`src/rtl/bit_serial_alu_seq.sv`:
```
`default_nettype none
// ============================================================================
// Module   : bit_serial_alu_seq (with one-bit ALU cell BitALU)
// Purpose  : Bit-serial sequencer running a WIDTH-bit AND/OR/ADD/SUB on one
//            instance of the one-bit ALU cell, one bit per clock, LSB first.
//            Operands arrive and results leave through valid/ready handshakes.
// Ports    : clk, rst (synchronous, active-high)
//            in_valid/in_ready, op[2:0], a/b[WIDTH-1:0]   - operand side
//            out_valid/out_ready, result[WIDTH-1:0],
//            carry_out, overflow, zero                    - result side
// Options  : `define SERIAL_ALU_FLAGS_EN to build the overflow/zero flag logic;
//            when undefined both flag ports are tied to 0.
// Revision : 1.0 - initial release
// ============================================================================

// One-bit ALU cell. SUB is a + ~b + cin; the sequencer seeds cin=1 for SUB.
module BitALU (
    input  logic       a_i,
    input  logic       b_i,
    input  logic       cin_i,
    input  logic [2:0] op_i,
    output logic       r_o,
    output logic       cout_o
);
    logic w_b;

    always_comb begin
        r_o    = 1'b0;
        cout_o = 1'b0;
        w_b    = b_i;
        case (op_i)
            3'b000: r_o = a_i & b_i;
            3'b001: r_o = a_i | b_i;
            3'b010, 3'b011: begin
                w_b    = (op_i == 3'b011) ? ~b_i : b_i;
                r_o    = a_i ^ w_b ^ cin_i;
                cout_o = (a_i & w_b) | (a_i & cin_i) | (w_b & cin_i);
            end
            default: begin
                r_o    = 1'b0;
                cout_o = 1'b0;
            end
        endcase
    end
endmodule

module bit_serial_alu_seq #(
    parameter int WIDTH = 8
) (
    input  logic             clk,
    input  logic             rst,
    input  logic             in_valid,
    output logic             in_ready,
    input  logic [2:0]       op,
    input  logic [WIDTH-1:0] a,
    input  logic [WIDTH-1:0] b,
    output logic             out_valid,
    input  logic             out_ready,
    output logic [WIDTH-1:0] result,
    output logic             carry_out,
    output logic             overflow,
    output logic             zero
);
    localparam int CNT_W = $clog2(WIDTH);
    localparam logic [CNT_W-1:0] C_LAST = CNT_W'(WIDTH - 1);

    localparam logic [1:0] S_IDLE = 2'd0;
    localparam logic [1:0] S_RUN  = 2'd1;
    localparam logic [1:0] S_DONE = 2'd2;

    logic [1:0]       state_q, state_d;
    logic [WIDTH-1:0] a_sh_q, b_sh_q, res_sh_q, result_q;
    logic [2:0]       op_q;
    logic [CNT_W-1:0] cnt_q;
    logic             carry_q, carry_out_q;
    logic             cell_r, cell_cout;
    logic             last_step;
    logic [WIDTH-1:0] final_res;

    BitALU u_cell (
        .a_i    (a_sh_q[0]),
        .b_i    (b_sh_q[0]),
        .cin_i  (carry_q),
        .op_i   (op_q),
        .r_o    (cell_r),
        .cout_o (cell_cout)
    );

    assign last_step = (state_q == S_RUN) && (cnt_q == C_LAST);
    // Complete result as it will look once the MSB step's bit is shifted in.
    assign final_res = {cell_r, res_sh_q[WIDTH-1:1]};

    // State register
    always_ff @(posedge clk) begin
        if (rst) state_q <= S_IDLE;
        else     state_q <= state_d;
    end

    // Next-state logic
    always_comb begin
        state_d = state_q;
        case (state_q)
            S_IDLE:  if (in_valid) state_d = S_RUN;
            S_RUN:   if (cnt_q == C_LAST) state_d = S_DONE;
            S_DONE:  if (out_ready) state_d = S_IDLE;
            default: state_d = S_IDLE;
        endcase
    end

    // Output logic
    always_comb begin
        in_ready  = (state_q == S_IDLE);
        out_valid = (state_q == S_DONE);
    end

    // Datapath. Published outputs live in their own registers so they keep
    // their last DONE values while the next operation is shifting.
    always_ff @(posedge clk) begin
        if (rst) begin
            a_sh_q      <= '0;
            b_sh_q      <= '0;
            res_sh_q    <= '0;
            result_q    <= '0;
            op_q        <= '0;
            cnt_q       <= '0;
            carry_q     <= 1'b0;
            carry_out_q <= 1'b0;
        end else if (state_q == S_IDLE) begin
            if (in_valid) begin
                a_sh_q  <= a;
                b_sh_q  <= b;
                op_q    <= op;
                cnt_q   <= '0;
                carry_q <= (op == 3'b011);
            end
        end else if (state_q == S_RUN) begin
            a_sh_q   <= {1'b0, a_sh_q[WIDTH-1:1]};
            b_sh_q   <= {1'b0, b_sh_q[WIDTH-1:1]};
            res_sh_q <= final_res;
            carry_q  <= cell_cout;
            cnt_q    <= cnt_q + CNT_W'(1);
            if (last_step) begin
                result_q    <= final_res;
                carry_out_q <= cell_cout;
            end
        end
    end

    assign result    = result_q;
    assign carry_out = carry_out_q;

`ifdef SERIAL_ALU_FLAGS_EN
    logic overflow_q, zero_q;
    logic is_arith;

    assign is_arith = (op_q == 3'b010) || (op_q == 3'b011);

    // carry_q during the MSB step is the carry into the MSB.
    always_ff @(posedge clk) begin
        if (rst) begin
            overflow_q <= 1'b0;
            zero_q     <= 1'b0;
        end else if (last_step) begin
            overflow_q <= is_arith & (carry_q ^ cell_cout);
            zero_q     <= (final_res == '0);
        end
    end

    assign overflow = overflow_q;
    assign zero     = zero_q;
`else
    assign overflow = 1'b0;
    assign zero     = 1'b0;
`endif

endmodule
`default_nettype wire
```
`config.mk`:
```
export PLATFORM = sky130hd
export DESIGN_NAME = bit_serial_alu_seq
export DESIGN_NICKNAME = d
export VERILOG_FILES = /design/src/rtl/bit_serial_alu_seq.sv
export SDC_FILE = /design/constraint.sdc
export NUM_CORES = 1
export LEC_CHECK = 0
export CORE_ASPECT_RATIO = 0.75
export CORE_UTILIZATION = 51
export CTS_CLUSTER_SIZE = 8
export DETAILED_ROUTE_END_ITERATION = 12
export PLACE_DENSITY = 0.79
export SYNTH_ARGS = -nofsm -noshare
export SYNTH_HDL_FRONTEND = slang
export SYNTH_SLANG_ARGS = --single-unit
export TNS_END_PERCENT = 30
```
`constraint.sdc`:
```
create_clock -name clk -period 1.8 [get_ports clk]
set_input_delay 0.27 -clock clk [delete_from_list [all_inputs] [get_ports clk]]
set_output_delay 0.27 -clock clk [all_outputs]
set_load 0.02 [all_outputs]
```
Yosys cells after proc, flatten, opt, wreduce, memory -nomap -nowiden
Index checks and enable logic that the tools add are counted.

storage, ports and cells
  register bits = 42
  input bits = 23
  output and inout port bits = 13
  logic and storage cells = 60

cells by class
  add/subtract/negate cells = 1
  eq/ne operators = 10
  mux-type cells = 19
  bitwise operators = 11
  reduce and logical (&&, ||, !) cells = 10

operators with widths
  cell                                           count
  two-way mux 8 bit                              6
  == test 3 x 2 -> 1 bit, second input constant  3
  two-way mux 3 bit                              3
  two-way mux 2 bit                              3
  case mux 2 bit (3 select lines)                1
  AND reduction 2 bit                            3
  AND reduction 3 bit                            2
  two-way mux 1 bit                              5
  bitwise AND 1 bit                              4
  != test 2 x 1 -> 1 bit, second input constant  2
  adder 3 x 1 -> 3 bit, second input constant    1
  == test 3 x 1 -> 1 bit, second input constant  1
  == test 3 bit, second input constant           1
  logical NOT 3 bit                              1
  bitwise OR 1 bit                               3
  case mux 1 bit (3 select lines)                1
  == test 2 x 1 -> 1 bit, second input constant  1
  == test 2 bit, second input constant           1
  logical NOT 2 bit                              1
  != test 2 bit, second input constant           1
  inverter 1 bit                                 2
  nonzero test 2 bit                             1
  OR reduction 2 bit                             1
  bitwise XOR 1 bit                              2
  logical AND 1 bit                              1

Depth between registers and ports, before layout
  depth after elaboration = 8
  mapped depth = 7
  gate-level depth less buffers = 6

Modules after synthesis
From an unflattened synthesis, not the netlist that was laid out.

unflattened totals
  cells, all modules = 192
  area, all modules = 1,824.2 sq um

modules (own cells, without submodules)
  module              instances  cells an instance  area an instance (sq um)  seq. area each (sq um)
  bit_serial_alu_seq  1          184                1,750.4                   820.8
  BitALU              1          8                  73.8                      0.0

Worst setup path before layout
OpenSTA, ideal clock, no wires.

  path type = reg-to-reg
  start point = reg op_q[1]
  end point = reg res_sh_q[7]
  library setup time = 127 ps
  arrival = 1,457 ps
  data required time = 1,673 ps
  slack = 216 ps
  stages on the path, launching flop included = 7
  cell sequence = dfxtp_1 > nor2b_1 > nand2_1 > xnor2_1 > fa_1 > o21ai_0 > o31ai_1

between the ends
  longest elaborated chain between the ends = 5
  elaborated cells between the ends (all ways) = 9

RTL lines
  element                              line    RTL
  from (decl)                          73      logic [2:0] op_q;
  from (signal assigned)               132     op_q <= op;
  == test 3 x 2 -> 1 bit               31, 35
  two-way mux 1 bit                    35      w_b = (op_i == 3'b011) ? ~b_i : b_i;
  bitwise XOR 1 bit (2 in a row)       36      r_o = a_i ^ w_b ^ cin_i;
  case mux 1 bit (3 select lines) (*)  31      case (op_i)
  to (signal assigned)                 139     res_sh_q <= final_res;
  to (decl)                            72      logic [WIDTH-1:0] a_sh_q, b_sh_q, res_sh_q, result_q;

Mark *: on every way between the ends. The rest lies on a longest branch, timed or not.
A chain may end at the register's enable or synchronous reset.

Worst setup path after layout
Same ends and word-level chain as after synthesis.

==> results.txt <==
- Outcome: finished, final reports clean
- The min-delay analysis places its worst path in the category reg2reg.
- Across the routed clock network, the largest skew measured is 7.71 ps.
- Antenna Nets Post-Route: 0
- Post-synth EDFFs: 0
* Net switching fraction of the power: 0.236
- Post-synthesis compound-gate area fraction: 0.205
* Sequential group share of total power: 0.487
- The first global-routing pass estimated 6.13 mm of wire.
* Worst R2R Start: op_q[1]$_SDFFE_PP0P_
- For this configuration, the core starts out at a cell density of 0.546.
- The count of buffers added on input and output ports is 33.
* Data arrival at the endpoint of the critical path: 1840 ps
- The worst setup path is captured at a flip-flop.
- Via count of the routed design: 1496
* Antenna fix cells: 0
- For this design the top-level I/O count stands at 36.
- Average cell area after synthesis: 8.87 um2
- Number of rows created at floorplan: 18
* Top post-synthesis cells by count: dfxtp_1, nand2_1, a21oi_1
* Mapped Area: 1840 um2
- Compared with the post-synthesis result, the final layout area differs by 25.8%.
- Unique masters post-synth: 36
* Crit path cell chain: nor2b_2, nand2_1, xnor2_1, fa_1, o21ai_1, o31ai_1
- After detailed routing, the number of vias per cell comes to 5.30.
- After detailed routing, the average wire length per cell comes to 12.9 um.
- Flip-flop cell with the highest count after synthesis: dfxtp_1
* Endpoint of the worst hold path: result[2]$_SDFFE_PP0P_
* Worst reg2reg setup slack: 120 ps
- Number of antenna violations at the first check in global routing: 0
* Net Switching: 0.472 mW
- Of the total power, the clock network draws 0.380.
- After clock tree synthesis, the clock-pin slew on the worst setup and hold paths is 80 ps.
* All-layer global routing usage: 0.213
- Slowest stage delay, CP: 450 ps
* Net total in the final layout: 267
- Clock root buffer: clkbuf_8
- The finished cells cover 2320 um2.
* Die width: 71.4 um
- The floorplan step defined a die boundary enclosing 3860 um2.
* Crit start category: flip-flop
* Ranking of synthesized cells by area: dfxtp_1, a21oi_1, nand2_1
- Most area-hungry cell type in the Yosys netlist: dfxtp_1
- The die is 54.1 um tall.
- Counting the fill cells in the layout gives 284.
- The largest individual stage delay along the critical path comes from the cell fa_1.
- Setup repair after global routing left no endpoint under its margin.
* Number of cell instances on the worst register-to-register path: 6
* Post-route DRC violation count: 0
* TritonCTS clock tree: yes
* Source-to-sink clock delay at the later pin of the worst-skew pair: 290 ps
- Measured against the total synthesized area, the mux share comes to 0.0271.
- Fmax: 595 MHz
- Together, buffers and inverters on the worst path number 0.
* Share of cells above drive strength 1: 0.140
* Share of the clock period used by the worst path after layout: 0.933
- The pre-antenna-repair detailed-routing pass consisted of 4 iterations.
- Across the run, the number of max-cap violations was 0.
- Combinational share of power: 0.133
- Setup TNS: 0 ps
- The synthesized design contains 41 register bits.
* Capturing point of the worst reg2reg path: res_sh_q[7]$_SDFFE_PP0P_
- Area of all sequential standard cells: 821 um2
- Post-Route WL: 3.64 mm
- In the post-synthesis netlist, the cell with the most instances is dfxtp_1.
- Min Clock Period, post-route: 1680 ps
- Global routing finished with a remaining overflow of 0.
* Final number of setup-violating endpoints: 0
* Max-slew violations: 0
- In this run the power density over the cells is 862 nW/um2.
- Sequential share of the synthesized area: 0.445
- The worst hold path was traced through 2 stages.
* Global placement routability congestion: 0.784
- The final-report hold violation count came to 0.
- Of the total synthesized cell area, the portion taken by AND, OR, NAND and NOR gates is 0.204.
- Of all nets on the critical path, the largest fanout is 4.
- Of the total synthesized cell area, the portion taken by XOR and XNOR cells is 0.00475.
- Critical path start-end classification: reg2reg
* Count of mapped cells out of synthesis: 208
- Hold path startpoint: result[2]$_SDFFE_PP0P_
- Pin count of the biggest net entering global routing: 43
- In this run the standard cell core region covers 3380 um2.
- Once placement finished, the instance area stood at 2200 um2.
- Share of async-settable or async-resettable flops after synthesis: 0
- Largest family of logic cells by synthesized area: compound AO/OA/AOI/OAI gates
- Largest vdd supply drop: 603 uV
- Number of buffers added by the clock tree synthesis step: 5
* Post-Synth Adder-Cell Area: 0.0299
* Area of the multi-input gates: 878 um2
* DP Wirelength: 2.48 mm
- Gate family responsible for the most delay along the worst path: adder cells
- The number of global-route vias before repair was 1355.
- The internal portion of the total power is 1.53 mW.
- For the worst setup path, the data required time is 1970 ps.
- The H-tree generated during clock tree synthesis spans 2 levels.
* CTS sink count: 41
- The share of synthesized area in the top cell type comes to 0.445.
- During synthesis, Yosys emitted a total of 0 warnings.
- The analysis attributes to cell leakage a power of 0.883 nW.
- After the first detailed-routing iteration, the DRC count stood at 83.
- The clock passes through at most 2 buffers.
-- kinds of logic (layout without fill, tap and decap cells) --
family / Yosys count / after routing
other cells: 1 / 2
xor+xnor: 1 / 1
simple gates: 82 / 82
fa+ha+maj: 4 / 4
flops: 41 / 41
buf+inv: 22 / 55
compound gates: 52 / 52
mux: 5 / 5
-- per-layer routing --
layer,routed length [um],GRT usage
met1,1890,0.283
met2,1570,0.337
met5,0,0
met4,12,0.0600
met3,161,0.0674
-- sequential cells by signal, indices dropped and copies added (netlist names) --
register   count
b_sh_q         8
carry_out      1
res_sh_q       7
cnt_q          3
state_q        2
op_q           3
carry_q        1
a_sh_q         8
result         8
-- worst reg2reg max path, delay by kind of cell (launching register included) --
| kind | cells | cell delay (ps) |
|---|---|---|
| adder cells (fa/ha/maj) | 1 | 450 |
| flip-flops | 1 | 390 |
| AND/OR/NAND/NOR | 2 | 280 |
| AO/OA/AOI/OAI | 2 | 280 |
| XOR/XNOR | 1 | 170 |
-- cell type report --
type	instances	area share
sequential	41	0.354
timing repair buffer	44	0.188
inverter	3	0.00809
multi-input combinational	146	0.379
tap	40	0.0216
clock inverter	1	0.0129
clock buffer	7	0.0372
-- metrics by stage --
stage          hold slack, ps  total power [mW]  setup slack [ps]  std cells  utilization
2_1_floorplan             411              1.18               216        209            -
3_3_place_gp              442              1.25               162        274        0.652
3_5_place_dp              447              1.26              46.4        274        0.652
4_1_cts                   458              2.01              10.6        282        0.686
5_1_grt                   483              2.08              41.5        282        0.687
6_report                  453              2.00               121        282        0.687
-- power by group through the flow --
stage / sequential (mW) / combinational, mW / clock [mW]
floorplan: 0.988 / 0.188 / 0
global placement: 0.993 / 0.260 / 0
detailed placement: 0.995 / 0.264 / 0
CTS: 0.973 / 0.265 / 0.774
global route: 0.980 / 0.294 / 0.810
finish: 0.974 / 0.266 / 0.759
-- cell usage in the layout, fill, tap and decap left out, types with 2 or more instances in the layout --
cell type / n
a21oi_1: 28
buf_4: 9
nor2b_1: 2
dlygate4sd2_1: 2
mux2i_1: 5
nand3b_1: 3
ha_1: 2
o31ai_1: 2
buf_12: 2
nor2_1: 25
a211oi_2: 9
nand3_1: 8
a211oi_1: 4
dfxtp_1: 41
clkdlybuf4s50_1: 31
a22oi_1: 4
nand2b_1: 2
inv_1: 2
clkbuf_8: 6
conb_1: 2
nand2_1: 36
-- worst max path at each step --
stage,slack [ps],depth (start not counted),from,endpoint
floorplan,220,6,op_q[1]$_SDFFE_PP0P_,res_sh_q[7]$_SDFFE_PP0P_
global placement,160,6,op_q[1]$_SDFFE_PP0P_,res_sh_q[7]$_SDFFE_PP0P_
detailed placement,50,6,op_q[1]$_SDFFE_PP0P_,result[7]$_SDFFE_PP0P_
CTS,10,6,op_q[1]$_SDFFE_PP0P_,result[7]$_SDFFE_PP0P_
global route,40,6,op_q[1]$_SDFFE_PP0P_,res_sh_q[7]$_SDFFE_PP0P_
finish,120,6,op_q[1]$_SDFFE_PP0P_,res_sh_q[7]$_SDFFE_PP0P_
-- what timing repair did --
action | 4_1_cts | 5_1_grt
resized for setup | 2 | 2
hold buffers | 0 | 0
setup endpoints to repair | 2 | 2
setup buffers | 0 | 0
Note: power is estimated with default switching activity, not from simulation.
